==> config.mk <==
export PLATFORM = sky130hd
export DESIGN_NAME = norm_shift_pipe
export DESIGN_NICKNAME = d
export VERILOG_FILES = /design/src/rtl/norm_shift_pipe.sv
export SDC_FILE = /design/constraint.sdc
export NUM_CORES = 1
export LEC_CHECK = 0
export BUFFER_PORTS_ARGS = -buffer_cell sky130_fd_sc_hd__buf_2
export CAP_MARGIN = 5
export CORE_MARGIN = 2
export CORE_UTILIZATION = 55
export CTS_BUF_LIST = sky130_fd_sc_hd__clkbuf_16
export DETAILED_ROUTE_END_ITERATION = 10
export PLACE_DENSITY = 0.89
export SLEW_MARGIN = 10
export SYNTH_ARGS = -nofsm -noshare
export SYNTH_HDL_FRONTEND = slang
export SYNTH_SLANG_ARGS = --single-unit
==> constraint.sdc <==
create_clock -name clk -period 1.75 [get_ports clk]
set_input_delay 0.4375 -clock clk [delete_from_list [all_inputs] [get_ports clk]]
set_output_delay 0.4375 -clock clk [all_outputs]
set_load 0.005 [all_outputs]
==> src/rtl/norm_shift_pipe.sv <==
// Two-stage mantissa shifter for the FP adder: SHL, SHR with sticky, leading-one
// normalise, or pass-through. Stage 1 applies amt[1:0], stage 2 the upper bits.
module norm_shift_pipe #(
    parameter  int WIDTH = 11,
    localparam int SHW   = $clog2(WIDTH + 1)
) (
    input  logic             clk,
    input  logic             rst_n,
    input  logic             in_valid,
    output logic             in_ready,
    input  logic [WIDTH-1:0] in_data,
    input  logic [1:0]       in_mode,
    input  logic [SHW-1:0]   in_amt,
    output logic             out_valid,
    input  logic             out_ready,
    output logic [WIDTH-1:0] out_data,
    output logic [SHW-1:0]   out_amt,
    output logic             out_sticky,
    output logic             out_zero
);

    typedef enum logic [1:0] {
        MODE_SHL  = 2'b00,
        MODE_SHR  = 2'b01,
        MODE_NORM = 2'b10,
        MODE_PASS = 2'b11
    } mode_e;

    typedef struct packed {
        logic [WIDTH-1:0] data;
        logic [SHW-1:0]   amt;
        mode_e            mode;
        logic             sticky;
        logic             zero;
    } stage_t;

    function automatic logic [SHW-1:0] lzc(input logic [WIDTH-1:0] v);
        lzc = SHW'(WIDTH);
        for (int i = 0; i < WIDTH; i++) begin
            if (v[i]) lzc = SHW'(WIDTH - 1 - i);
        end
    endfunction

    logic [2:1] vld_pipe_q, vld_pipe_d;
    stage_t     s1_q, s1_d, s2_q, s2_d;
    logic       s1_advance, accept;

    assign s1_advance = !vld_pipe_q[2] | out_ready;
    assign in_ready   = !vld_pipe_q[1] | s1_advance;
    assign accept     = in_valid & in_ready;

    always_comb begin
        vld_pipe_d[1] = accept ? 1'b1 : (s1_advance ? 1'b0 : vld_pipe_q[1]);
        vld_pipe_d[2] = s1_advance ? vld_pipe_q[1] : vld_pipe_q[2];
    end

    // Stage 1: resolve amount, low-order shift, partial sticky.
    logic [SHW-1:0] amt_eff;
    logic [1:0]     lo;
    mode_e          mode;

    always_comb begin
        s1_d    = s1_q;
        mode    = mode_e'(in_mode);
        amt_eff = '0;
        lo      = '0;
        if (accept) begin
            unique case (mode)
                MODE_SHL, MODE_SHR: amt_eff = in_amt;
                MODE_NORM:          amt_eff = lzc(in_data);
                MODE_PASS:          amt_eff = '0;
            endcase
            lo          = amt_eff[1:0];
            s1_d.amt    = amt_eff;
            s1_d.mode   = mode;
            s1_d.zero   = (in_data == '0);
            s1_d.sticky = 1'b0;
            if (mode == MODE_SHR) begin
                s1_d.data   = in_data >> lo;
                s1_d.sticky = |(in_data & ~({WIDTH{1'b1}} << lo));
            end else begin
                s1_d.data   = in_data << lo;
            end
        end
    end

    // Stage 2: upper amount bits; shifts of WIDTH or more drain everything to sticky.
    logic [SHW-1:0] hi;

    always_comb begin
        s2_d = s2_q;
        hi   = {s1_q.amt[SHW-1:2], 2'b00};
        if (s1_advance && vld_pipe_q[1]) begin
            s2_d = s1_q;
            if (s1_q.mode == MODE_SHR) begin
                s2_d.data   = s1_q.data >> hi;
                s2_d.sticky = s1_q.sticky | (|(s1_q.data & ~({WIDTH{1'b1}} << hi)));
            end else begin
                s2_d.data   = s1_q.data << hi;
                s2_d.sticky = 1'b0;
            end
        end
    end

    always_ff @(posedge clk or negedge rst_n) begin
        if (!rst_n) begin
            vld_pipe_q <= '0;
            s1_q       <= '0;
            s2_q       <= '0;
        end else begin
            vld_pipe_q <= vld_pipe_d;
            s1_q       <= s1_d;
            s2_q       <= s2_d;
        end
    end

    assign out_valid  = vld_pipe_q[2];
    assign out_data   = s2_q.data;
    assign out_amt    = s2_q.amt;
    assign out_sticky = s2_q.sticky;
    assign out_zero   = s2_q.zero;

endmodule
==> metrics.md <==
| Metric | Value |
|---|---|
| Failing checks | negative setup slack |
| DR vias | around 2800 |
| Peak VDD IR | between 0.4 and 0.5 mV |
| Max Cap Viol | 0 |
| Die area | just over 5000 µm² |
| First-pass GRT wire length | between 10000 and 15000 µm |
| Synthesized area | about 2500 µm² |
| Reg2Reg Setup Slack | about 0.19 ns |
| Storage element area | ~950 µm² |
| Top cell type by total area after synthesis | dfrtp_1 |
| Post-synth cell types | 53 |
| Commonest register cell after synthesis | dfrtp_1 |
| Total global routing overflow | 0 |
| I/O pin total | 40 |
| Layout cell share with drive strength beyond 1 | roughly two fifths |
| Drt first pass iters | 5 |
| Worst-path clk slew | about 0.05 ns |
| Worst Skew | about 0.006 ns |
| RSZ-0062 raised after global routing | true |
| Area occupied by multi-input gates | 1543 µm² |
| Wire length per cell | 17.43 µm |
| Number of synthesized flops with an enable pin | 0 |
| CP max stage delay | between 0.3 and 0.4 ns |
| Syn. warnings | 0 |
| Worst slew pin tran | 0.6713 ns |
| CP Data Arrival Time | 2.06 ns |
| Post-synth top cells | 39 x nand2_1, 38 x dfrtp_1, 29 x nor2_1 |
| Hpwl dp | about 5500 µm |
| Reg2reg end | s1_q[11] |
| Setup Crit Path Kind | in2reg |
| Post-layout util | between 80% and 90% |
| Residual DRC | 0 |
| Final hold violation count | 0 |
| Pleak | about 1.7 nW |
| Synthesis-stage register bit count | 38 |
| ANT nets after route | 0 |
| Fin crit period | about 1.9 ns |
| Syn Nets | 320 |
| Placer congestion estimate | 0.9359 |
| H-tree Lvls | 2 |
| CTS buffer count | 5 |
| Worst hold path class | in2async |
| Largest net degree at the start of global routing | 28 |
| ANT cells | 0 |
| Routed vias/inst | between 6 and 7 |
| Root Driver | clkbuf_16 |
| Die span in y | about 71 µm |
| Initial drt markers | roughly 210 |
| Num rows | 24 |
| R2R Path Start | vld_pipe_q[2] |
| Count leader, synth | nand2_1 |
| Initial Utilization | between 50% and 60% |
| Non-Filler Instances | about 450 |
| Worst path top cell family by delay | compound AO/OA/AOI/OAI gates |
| Slew headroom | roughly 55% |
| Clock Path Buffers | 2 |
| Fin. max-slew vios | 0 |
| Vias in the first global route | between 2000 and 3000 |
| Clk sink count | 38 |
| Fillers | 267 |
| Core area | 4324 µm² |
| Antenna violations before repair | 0 |
| Slowest cell on crit path | o31a_1 |
| Setup WS pre-CTS | -0.5159 ns |
| Fraction of registers with async set/reset | 100.0% |
| Final worst setup slack | -0.1700 ns |
| Critical path data required time | 1.89 ns |
| Area delta synth->final | 45.87% |
| Final Cycle Share | 109.7% |
| Placed Cells incl. Taps | 432 |
| Worst Setup Start Kind | primary input |
| Synthesized instance count | roughly 300 |
| Input/output buffers | 39 |
| Final net count | approximately 420 |
| Register area share after synthesis | about 39% |
| CTS tree | yes |
| Buf/Inv on CP | 4 |
| Area contributors post-synth | dfrtp_1 39%, nand2_1 5.9%, a21oi_1 4.9% |
| F_max | between 500 and 600 MHz |
| Power Total | ~0.0033 W |
| Crit path cell chain | buf_2 -> buf_4 -> nand2b_4 -> buf_6 -> o31a_1 -> buf_4 -> a221o_1 -> o311ai_2 -> o311ai_1 |
| DIE WIDTH | 70.96 µm |
| Final setup fails | 12 |
| Worst R2R Path Depth | 5 |
| Crit Path Max Fanout | 9 |
| Worst setup EP type | flop |
| Overall routing resource usage | 31.95% |
| WL final | 7862 µm |
| Cell mode on critical path | buf_4 |
| Synth top area share | just under 40% |
| Syn_area_per_cell | slightly above 8 µm² |
| Status | finished with violations |
| Hold slack | roughly 0.1 ns |
| Clk_lat worst skew | roughly 0.28 ns |
| Pwr/cell area | approximately 910 nW/µm² |
routing by layer:
metal	track usage, %	share of wire, %	wire length [µm]	up-vias
met4	16.77	4.1	323	0
li1	-	-	-	1303
met1	37.03	38	2959	1292
met3	2.849	6.3	497	38
met2	58.15	52	4082	158
met5	0	0	0	-
kinds of logic after synthesis:
logic type / share of synthesized area (%)
AOI/OAI and AO/OA: 29.33
buffers and inverters: 5.276
DFF: 38.56
muxes: 4.718
and+or+nand+nor: 22.12
worst max path at each step:
stage | from | to | slack, ns | depth (start not counted)
final | in_data[8] | s1_q[10] | -0.17 | 9
after global routing | in_data[10] | s1_q[10] | -0.23 | 9
after CTS | in_mode[1] | s1_q[15] | -0.14 | 8
after detailed placement | in_data[10] | s1_q[8] | -0.52 | 8
after global placement | in_data[10] | s1_q[10] | -0.48 | 7
after floorplan | in_mode[1] | s1_q[15] | -0.27 | 8
area by class of cell:
| type | instances | area share [%] |
|---|---|---|
| Clock buffer | 5 | 3.478 |
| Sequential cell | 38 | 26.43 |
| Multi-Input combinational cell | 230 | 42.89 |
| Inverter | 9 | 0.9391 |
| Timing Repair Buffer | 114 | 22.68 |
| Tap cell | 52 | 1.809 |
| Clock inverter | 3 | 1.774 |
sequential cells by signal (all words and copies together), names as in the netlist:
register and flops:
out_data 11, vld_pipe_q 2, hi 2, s1_q 17
out_amt 4, out_sticky 1, out_zero 1
power by group:
group	total (W)	internal, W	switching, W
Combinational	0.000920	0.000457	0.000464
Sequential	0.00121	0.00104	0.000165
Clock	0.00114	0.000811	0.000325
Total	0.00326	0.00231	0.000953
repair_timing:
item / in CTS / in global routing
hold buffers: 0 / 0
endpoints found under the hold margin: 0 / 0
setup buffers: 10 / 1
setup endpoints to repair: 12 / 14
pin swaps: 17 / 10
cloned: 0 / 0
resized for setup: 34 / 14
through the flow:
| step | TNS (ns) | area [µm²] |
|---|---|---|
| after detailed placement | -5.310 | 3128 |
| after global routing | -1.858 | 3597 |
| final | -1.105 | 3597 |
| after floorplan | -1.872 | 2481 |
| after global placement | -5.003 | 3128 |
| after CTS | -0.6516 | 3520 |
cells in the final DEF (no fill, tap or decap), types with 8 or more instances in the layout:
master    netlist  layout
buf_4           1      70
nand2_1        39      38
dfrtp_1        38      38
buf_2           2      36
nor2_1         29      27
a21oi_1        24      22
o21ai_0        23      17
nand2b_1       14      14
nand3_1         9       9
inv_1           9       9
a31oi_1         8       8
worst reg2reg max path, cell delays in order, from the launching register on:
cell      delay, ns
dfrtp_1        0.39
nand3b_1       0.17
nand2_1        0.24
a221o_1        0.34
o32ai_2        0.20
a31oi_1        0.08
No activity file was read; power rests on OpenSTA's default activity.
